$ cat config.mk
export PLATFORM = sky130hd
export DESIGN_NAME = fwd_hazard_unit_flat
export DESIGN_NICKNAME = d
export VERILOG_FILES = /design/src/rtl/fwd_hazard_unit_pkg.sv /design/src/rtl/fwd_hazard_unit_if.sv /design/src/rtl/fwd_hazard_unit_sb_entry.sv /design/src/rtl/fwd_hazard_unit.sv /design/src/flat_wrapper.sv
export SDC_FILE = /design/constraint.sdc
export NUM_CORES = 1
export LEC_CHECK = 0
export ABC_AREA = 1
export BUFFER_PORTS_ARGS = -buffer_cell sky130_fd_sc_hd__buf_2
export CAP_MARGIN = 5
export CORE_ASPECT_RATIO = 0.75
export CORE_MARGIN = 3
export CORE_UTILIZATION = 25
export DETAILED_ROUTE_END_ITERATION = 10
export GPL_TIMING_DRIVEN = 0
export PLACE_DENSITY = 0.52
export SYNTH_ARGS = -nofsm -noshare
export SYNTH_HDL_FRONTEND = slang
export SYNTH_SLANG_ARGS = --single-unit
$ cat constraint.sdc
create_clock -name clk -period 1.8 [get_ports clk]
set_input_delay 0.09 -clock clk [delete_from_list [all_inputs] [get_ports clk]]
set_output_delay 0.09 -clock clk [all_outputs]
set_load 0.02 [all_outputs]
$ cat src/rtl/fwd_hazard_unit_pkg.sv
// Shared constants and helpers for the forwarding/hazard unit.
// Holds the forward-select encoding, latency codes and the priority forward picker.
package hazard_pkg;

   localparam int FSEL_RF  = 0;
   localparam int LAT_ALU  = 0;
   localparam int LAT_LOAD = 1;
   localparam int MAX_FWD  = 32;

   // Bit k of match means stage k+1 holds the operand; the lowest stage (nearest) wins.
   function automatic int prio_sel(input logic [MAX_FWD-1:0] match);
      int sel;
      sel = FSEL_RF;
      for (int k = MAX_FWD - 1; k >= 0; k--) begin
         if (match[k]) begin
            sel = k + 1;
         end
      end
      return sel;
   endfunction

endpackage

$ cat src/rtl/fwd_hazard_unit_if.sv
// Issue, source, forwarding and result signals of the hazard unit.
// master drives the pipeline-side inputs; slave is the hazard unit itself.
interface fwd_hazard_unit_if
   import hazard_pkg::*;
#(
   parameter int NUM_RD_PORTS   = 2,
   parameter int NUM_FWD_STAGES = 2,
   parameter int REG_ADDR_W     = 5,
   parameter int MAX_LAT        = 3,
   parameter int LAT_W          = $clog2(MAX_LAT + 1),
   parameter int FSEL_W         = $clog2(NUM_FWD_STAGES + 1)
);
   logic                                 issue_valid;
   logic                                 issue_we;
   logic [REG_ADDR_W-1:0]                issue_rd;
   logic [LAT_W-1:0]                     issue_lat;
   logic [NUM_RD_PORTS*REG_ADDR_W-1:0]   id_src;
   logic [NUM_RD_PORTS-1:0]              id_src_used;
   logic [NUM_RD_PORTS*REG_ADDR_W-1:0]   ex_src;
   logic [NUM_FWD_STAGES-1:0]            fwd_we;
   logic [NUM_FWD_STAGES*REG_ADDR_W-1:0] fwd_addr;
   logic [REG_ADDR_W-1:0]                mem_st_src;
   logic                                 stall;
   logic [NUM_RD_PORTS*FSEL_W-1:0]       fwd_sel;
   logic                                 copy_fwd;
   logic [31:0]                          perf_stall_cnt;

   modport master (
      output issue_valid, issue_we, issue_rd, issue_lat,
      output id_src, id_src_used, ex_src,
      output fwd_we, fwd_addr, mem_st_src,
      input  stall, fwd_sel, copy_fwd, perf_stall_cnt
   );

   modport slave (
      input  issue_valid, issue_we, issue_rd, issue_lat,
      input  id_src, id_src_used, ex_src,
      input  fwd_we, fwd_addr, mem_st_src,
      output stall, fwd_sel, copy_fwd, perf_stall_cnt
   );
endinterface

$ cat src/rtl/fwd_hazard_unit_sb_entry.sv
// One register's pending-producer counter: load on issue, count down to zero.
// A load in the same cycle as a decrement wins, so the newest producer is tracked.
module hazard_sb_entry
   import hazard_pkg::*;
#(
   parameter int MAX_LAT = 3,
   parameter int LAT_W   = $clog2(MAX_LAT + 1)
) (
   input  logic             clk,
   input  logic             reset,
   input  logic             i_load,
   input  logic [LAT_W-1:0] i_lat,
   output logic [LAT_W-1:0] o_cnt
);
   logic [LAT_W-1:0] r_cnt;
   logic [LAT_W-1:0] w_lat_sat;

   assign w_lat_sat = (i_lat > LAT_W'(MAX_LAT)) ? LAT_W'(MAX_LAT) : i_lat;

   always_ff @(posedge clk or negedge reset) begin
      if (!reset) begin
         r_cnt <= '0;
      end else if (i_load) begin
         r_cnt <= w_lat_sat;
      end else if (r_cnt != '0) begin
         r_cnt <= r_cnt - LAT_W'(1);
      end
   end

   assign o_cnt = r_cnt;
endmodule

$ cat src/rtl/fwd_hazard_unit.sv
// Forwarding and hazard unit beside the ID/EX boundary: latency scoreboard stall,
// priority operand forwarding, store-data copy and a saturating stall counter.
module fwd_hazard_unit
   import hazard_pkg::*;
#(
   parameter int NUM_RD_PORTS   = 2,
   parameter int NUM_FWD_STAGES = 2,
   parameter int REG_ADDR_W     = 5,
   parameter int MAX_LAT        = 3,
   parameter int LAT_W          = $clog2(MAX_LAT + 1),
   parameter int FSEL_W         = $clog2(NUM_FWD_STAGES + 1)
) (
   input  logic             clk,
   input  logic             reset,
   fwd_hazard_unit_if.slave bus
);
   localparam int NUM_REGS = 1 << REG_ADDR_W;
   localparam int LAST     = NUM_FWD_STAGES - 1;

   logic                      w_stall;
   logic                      w_accept;
   logic [NUM_REGS-1:0]       w_pending;
   logic [NUM_RD_PORTS-1:0]   w_port_hit;
   logic [NUM_FWD_STAGES-1:0] w_match [NUM_RD_PORTS];
   logic [REG_ADDR_W-1:0]     w_last_addr;
   logic [31:0]               r_perf_stall_cnt;

   assign w_accept = bus.issue_valid && !w_stall && bus.issue_we && (bus.issue_rd != '0);

   // r0 is hardwired: no counter, never pending.
   assign w_pending[0] = 1'b0;

   generate
      for (genvar gi = 1; gi < NUM_REGS; gi++) begin : g_sb
         logic [LAT_W-1:0] w_cnt;

         hazard_sb_entry #(
            .MAX_LAT (MAX_LAT),
            .LAT_W   (LAT_W)
         ) u_entry (
            .clk    (clk),
            .reset  (reset),
            .i_load (w_accept && (bus.issue_rd == REG_ADDR_W'(gi))),
            .i_lat  (bus.issue_lat),
            .o_cnt  (w_cnt)
         );

         assign w_pending[gi] = |w_cnt;
      end

      for (genvar gi = 0; gi < NUM_RD_PORTS; gi++) begin : g_stall
         assign w_port_hit[gi] = bus.id_src_used[gi] &&
                                 w_pending[bus.id_src[gi*REG_ADDR_W +: REG_ADDR_W]];
      end

      for (genvar gi = 0; gi < NUM_RD_PORTS; gi++) begin : g_fwd
         for (genvar gj = 0; gj < NUM_FWD_STAGES; gj++) begin : g_stage
            assign w_match[gi][gj] =
               bus.fwd_we[gj] &&
               (bus.fwd_addr[gj*REG_ADDR_W +: REG_ADDR_W] != '0) &&
               (bus.fwd_addr[gj*REG_ADDR_W +: REG_ADDR_W] == bus.ex_src[gi*REG_ADDR_W +: REG_ADDR_W]);
         end

         assign bus.fwd_sel[gi*FSEL_W +: FSEL_W] = FSEL_W'(prio_sel(MAX_FWD'(w_match[gi])));
      end
   endgenerate

   assign w_stall   = bus.issue_valid && (|w_port_hit);
   assign bus.stall = w_stall;

   assign w_last_addr  = bus.fwd_addr[LAST*REG_ADDR_W +: REG_ADDR_W];
   assign bus.copy_fwd = bus.fwd_we[LAST] && (w_last_addr != '0) && (w_last_addr == bus.mem_st_src);

   always_ff @(posedge clk or negedge reset) begin
      if (!reset) begin
         r_perf_stall_cnt <= '0;
      end else if (w_stall && (r_perf_stall_cnt != 32'hFFFF_FFFF)) begin
         r_perf_stall_cnt <= r_perf_stall_cnt + 32'd1;
      end
   end

   assign bus.perf_stall_cnt = r_perf_stall_cnt;
endmodule

$ cat src/flat_wrapper.sv
// flat-port wrapper written by rule: the top's interface ports become plain ports
module fwd_hazard_unit_flat import hazard_pkg::*;
#(
   parameter int NUM_RD_PORTS   = 2,
   parameter int NUM_FWD_STAGES = 2,
   parameter int REG_ADDR_W     = 5,
   parameter int MAX_LAT        = 3,
   parameter int LAT_W          = $clog2(MAX_LAT + 1),
   parameter int FSEL_W         = $clog2(NUM_FWD_STAGES + 1)
)
  (clk, reset, bus_issue_valid, bus_issue_we, bus_issue_rd, bus_issue_lat, bus_id_src, bus_id_src_used, bus_ex_src, bus_fwd_we, bus_fwd_addr, bus_mem_st_src, bus_stall, bus_fwd_sel, bus_copy_fwd, bus_perf_stall_cnt);
  fwd_hazard_unit_if #(.NUM_RD_PORTS(NUM_RD_PORTS), .NUM_FWD_STAGES(NUM_FWD_STAGES), .REG_ADDR_W(REG_ADDR_W), .MAX_LAT(MAX_LAT), .LAT_W(LAT_W), .FSEL_W(FSEL_W)) bus_i ();
  input  logic clk;
  input  logic reset;
  input wire logic [$bits(bus_i.issue_valid)-1:0] bus_issue_valid;
  input wire logic [$bits(bus_i.issue_we)-1:0] bus_issue_we;
  input wire logic [$bits(bus_i.issue_rd)-1:0] bus_issue_rd;
  input wire logic [$bits(bus_i.issue_lat)-1:0] bus_issue_lat;
  input wire logic [$bits(bus_i.id_src)-1:0] bus_id_src;
  input wire logic [$bits(bus_i.id_src_used)-1:0] bus_id_src_used;
  input wire logic [$bits(bus_i.ex_src)-1:0] bus_ex_src;
  input wire logic [$bits(bus_i.fwd_we)-1:0] bus_fwd_we;
  input wire logic [$bits(bus_i.fwd_addr)-1:0] bus_fwd_addr;
  input wire logic [$bits(bus_i.mem_st_src)-1:0] bus_mem_st_src;
  output wire logic [$bits(bus_i.stall)-1:0] bus_stall;
  output wire logic [$bits(bus_i.fwd_sel)-1:0] bus_fwd_sel;
  output wire logic [$bits(bus_i.copy_fwd)-1:0] bus_copy_fwd;
  output wire logic [$bits(bus_i.perf_stall_cnt)-1:0] bus_perf_stall_cnt;
  assign bus_i.issue_valid = bus_issue_valid;
  assign bus_i.issue_we = bus_issue_we;
  assign bus_i.issue_rd = bus_issue_rd;
  assign bus_i.issue_lat = bus_issue_lat;
  assign bus_i.id_src = bus_id_src;
  assign bus_i.id_src_used = bus_id_src_used;
  assign bus_i.ex_src = bus_ex_src;
  assign bus_i.fwd_we = bus_fwd_we;
  assign bus_i.fwd_addr = bus_fwd_addr;
  assign bus_i.mem_st_src = bus_mem_st_src;
  assign bus_stall = bus_i.stall;
  assign bus_fwd_sel = bus_i.fwd_sel;
  assign bus_copy_fwd = bus_i.copy_fwd;
  assign bus_perf_stall_cnt = bus_i.perf_stall_cnt;
  fwd_hazard_unit #(.NUM_RD_PORTS(NUM_RD_PORTS), .NUM_FWD_STAGES(NUM_FWD_STAGES), .REG_ADDR_W(REG_ADDR_W), .MAX_LAT(MAX_LAT), .LAT_W(LAT_W), .FSEL_W(FSEL_W)) u_core (.clk(clk), .reset(reset), .bus(bus_i));
endmodule
==> flow_summary_export.csv <==
group,metric,value,unit
placed_design,dpl_cell_area,0.00846,mm^2
outcome,violations,"negative setup slack",
synth,ys_types,33,
timing,period_minus_slack,2.22,ns
cells_and_area,final_common_cell,"nand2_1",
drt,routed_wirelength,23700,um
timing,hold_viol,0,
timing,finalMaxSlewViolations,0,
timing,max_freq,451,MHz
timing,maxSlewHeadroom,56.0,%
timing,skew,0.0162,ns
synth,synth_area_leaders,"dfrtp_1 32%, nand2_1 16%, inv_1 9.0%",
worst_hold_path,hold_depth,3,
synth,syn_nets,1163,
timing,rsz0062_at_grt,"true",
power_and_ir_drop,p_clk_share,14.9,%
power_and_ir_drop,vdd_drop_max,0.703,mV
worst_hold_path,worstHoldStart,"bus_issue_lat[1]",
worst_setup_path,worst_path_most_repeated_cell,"nand3_2",
timing,tightest_slew,0.659,ns
global_routing,grtUsageTotal,15.1,%
global_routing,grt_pass1_wl,37500,um
power_and_ir_drop,p_leak,5.34,nW
worst_setup_path,worstPathArrival,2.13,ns
cells_and_area,area_growth,36.9,%
worst_setup_path,r2r_start,"u_core.g_sb[15].u_entry.o_cnt[0]$_DFFE_PN0P_",
worst_setup_path,startpoint_type,"register",
power_and_ir_drop,share_comb_of_total_power,58.8,%
clock_network,root_buffer,"clkbuf_16",
drt,drt_pre_antenna_iters,5,
clock_network,cts_buffer_depth,2,
placed_design,dp_hpwl,17100,um
worst_setup_path,cp_slowest_cell,"dfrtp_1",
synth,synth_warnings,0,
clock_network,cts.sinks,94,
worst_setup_path,r2r-end,"u_core.g_sb[23].u_entry.o_cnt[1]$_DFFE_PN0P_",
drt,dr_total_vias,7471,
worst_setup_path,setup.worst_path.class,"reg -> out",
synth,syn_area,0.00738,mm^2
cells_and_area,drive_gt1_share,31.3,%
drt,vias_per_cell,4.53,
placed_design,numPortBuffers,83,
drt,wire_per_inst,14.4,um
clock_network,cts_buffers,9,
worst_setup_path,setup.worst_path.end_class,"primary output",
drt,ant_nets,0,
power_and_ir_drop,power.density,1290,mW/mm^2
synth,netlist_instances,1081,
worst_setup_path,r2r_slack,-0.40,ns
flow_run,cap_violations,0,
power_and_ir_drop,switching_share,41.1,%
synth,avgSynthCellArea,6.82,um^2
synth,synth_top_cell_by_area,"dfrtp_1",
timing,setup-violations-final,95,
floorplan,die_w,204,um
worst_setup_path,crit_buf_inv,4,
synth,synth_top_area_share,31.9,%
power_and_ir_drop,power.switching,0.00536,W
global_routing,grt_max_degree,67,
power_and_ir_drop,internal_power,0.00768,W
floorplan,initial_utilization,25.9,%
worst_setup_path,crit_path_max_incr_delay,0.38,ns
placed_design,dp_slack,-0.455,ns
worst_hold_path,hold_class,"in -> reg",
outcome,status,"finished, violations left",
synth,ys_seq_area_share,31.9,%
cells_and_area,layoutNonFillerInstCount,1648,
clock_network,worstSkewPairLatency,0.37,ns
timing,finalCritPeriodShare,123,%
placed_design,dp.cells,1550,
worst_setup_path,required,1.71,ns
floorplan,rows,53,
worst_hold_path,min_to,"u_core.g_sb[31].u_entry.o_cnt[1]$_DFFE_PN0P_",
clock_network,clk_pin_slew,0.08,ns
clock_network,tritoncts,"yes",
floorplan,dieArea,0.0316,mm^2
worst_setup_path,worstPathCellList,"inv_1 -> ha_2 -> inv_2 -> nand2_2 -> nand3_2 -> o21ai_2 -> nand2_1 -> nand3_2 -> nand3_2 -> nand3_4 -> a21boi_4 -> buf_6 -> buf_6",
floorplan,die_h,155,um
power_and_ir_drop,p_seq_share,26.3,%
global_routing,grt-ovfl-total,0,
worst_setup_path,cpLargestDelayFamily,"simple AND/OR/NAND/NOR gates",
floorplan,io_pins,88,
worst_setup_path,worstPathMaxFanout,4,
floorplan,core_area,0.0285,mm^2
cells_and_area,most-common-layout-cells,"255 x nand2_1, 141 x inv_1, 90 x dfrtp_1",
global_routing,antenna_found_initial,2,
drt,drcViolationCount,0,
global_routing,grt_pass1_vias,7061,
timing,setup_ws,-0.417,ns
clock_network,h-tree-depth,3,
cells_and_area,finalNetCount,1341,
cells_and_area,antenna_cells,0,
drt,drtIter0Drc,527,
worst_setup_path,worstRegToRegCells,18,
placed_design,gp_congestion,0.914,
synth,ys_ff_latch,94,
timing,setup_tns,-32.00,ns
cells_and_area,final_area,0.0101,mm^2
## what timing repair did
| item | 4_1_cts | 5_1_grt |
|---|---|---|
| buffers inserted | 61 | 18 |
| hold buffers | 1 | 0 |
| cloned | 7 | 1 |
| pin swaps | 26 | 47 |
| endpoints found under the setup margin | 95 | 95 |
| hold endpoints to repair | 28 | 0 |
| resized for setup | 87 | 92 |
## worst max-delay path by stage
stage	cells after the start	from	slack [ns]	to
floorplan	16	u_core.g_sb[22].u_entry.o_cnt[0]$_DFFE_PN0P_	-0.03	u_core.g_sb[18].u_entry.o_cnt[1]$_DFFE_PN0P_
finish	13	u_core.g_sb[17].u_entry.o_cnt[0]$_DFFE_PN0P_	-0.42	bus_stall
global placement	1	reset	-0.75	u_core.bus.perf_stall_cnt[4]$_DFFE_PN0P_
global route	13	u_core.g_sb[20].u_entry.o_cnt[1]$_DFFE_PN0P_	-0.54	bus_stall
CTS	13	u_core.g_sb[15].u_entry.o_cnt[0]$_DFFE_PN0P_	-0.40	bus_stall
detailed placement	15	u_core.g_sb[15].u_entry.o_cnt[0]$_DFFE_PN0P_	-0.46	u_core.bus.perf_stall_cnt[2]$_DFFE_PN0P_
## power groups by stage
stage | logic, W | registers [W] | clock network, W
after floorplan | 0.00463 | 0.00345 | 0
after global placement | 0.00573 | 0.00347 | 0
after detailed placement | 0.00588 | 0.00348 | 0
after CTS | 0.00702 | 0.00341 | 0.00202
after global routing | 0.00881 | 0.00354 | 0.00208
final | 0.00767 | 0.00343 | 0.00194
## through the flow
| step | hold WS [ns] | util (%) | total power, W |
|---|---|---|---|
| finish | 0.0301 | 35.4 | 0.0130 |
| global route | 0.0273 | 35.4 | 0.0144 |
| CTS | 0.0166 | 33.7 | 0.0124 |
| detailed placement | 0.0757 | 29.7 | 0.00936 |
| global placement | 0.414 | 29.6 | 0.00919 |
| floorplan | -0.206 | - | 0.00808 |
## cell usage after synthesis
library cell	count
a21boi_4	1
buf_1	2
buf_2	11
buf_4	3
buf_6	5
buf_8	1
clkbuf_1	15
clkinv_1	1
dfrtp_1	94
ha_1	32
inv_1	177
inv_2	3
mux2_2	1
nand2_1	315
nand2_2	2
nand2_4	10
nand3_1	111
nand3_2	3
nand4_1	32
nand4_2	2
nor2_1	67
nor2_2	2
nor2_8	1
nor3_1	13
nor3b_1	1
nor4_1	12
o21ai_0	40
o21ai_1	35
o41ai_1	1
or2_2	1
or4_1	1
xnor2_1	40
xor2_1	46
## routing by layer
metal	global-route usage, %	part of all wire [%]	wire, um	vias to the layer above
met5	0	0.14	34	-
met4	3.11	0.94	222	4
met3	3.22	5.4	1280	20
met2	22.2	42	10100	172
met1	22.5	51	12100	3510
li1	-	-	-	3765
## registers in the layout, indices dropped and copies added, names as in the netlist
name	count
u_core.g_sb.u_entry.o_cnt	62
u_core.bus.perf_stall_cnt	32
## kinds of logic (layout without fill, tap and decap cells)
family	Yosys count	count (layout)	synth area share, %
flops	94	94	31.9
simple gates	573	574	34.8
compound gates	77	77	5.46
fa+ha+maj	32	32	5.43
mux	1	1	0.153
xor+xnor	86	86	10.2
buf+inv	218	399	12.1
## worst reg2reg max path, cell delays in order, from the launching register on
cell and delay [ns]:
dfrtp_1 0.40, inv_1 0.07, ha_2 0.17, inv_2 0.05, nand2_1 0.07, nand3_2 0.08
nand3_2 0.10, nand3_2 0.08, nand2_2 0.06, nand2_2 0.06, nand3_4 0.12, buf_6 0.12
nand2_4 0.07, nor2_8 0.19, buf_6 0.14, buf_16 0.12, nand2_4 0.06, nand2_1 0.06
o21ai_1 0.05
## final cells by class
class	instances	area, um^2
plain buffers	34	259
multi-input cells	770	4810
fillers	3052	18400
clock buffers	11	253
clock inverters	4	30.0
repair buffers	169	1220
flip-flops and latches	94	2360
inverters	181	697
well taps	385	482
No activity file was read; power rests on OpenSTA's default activity.
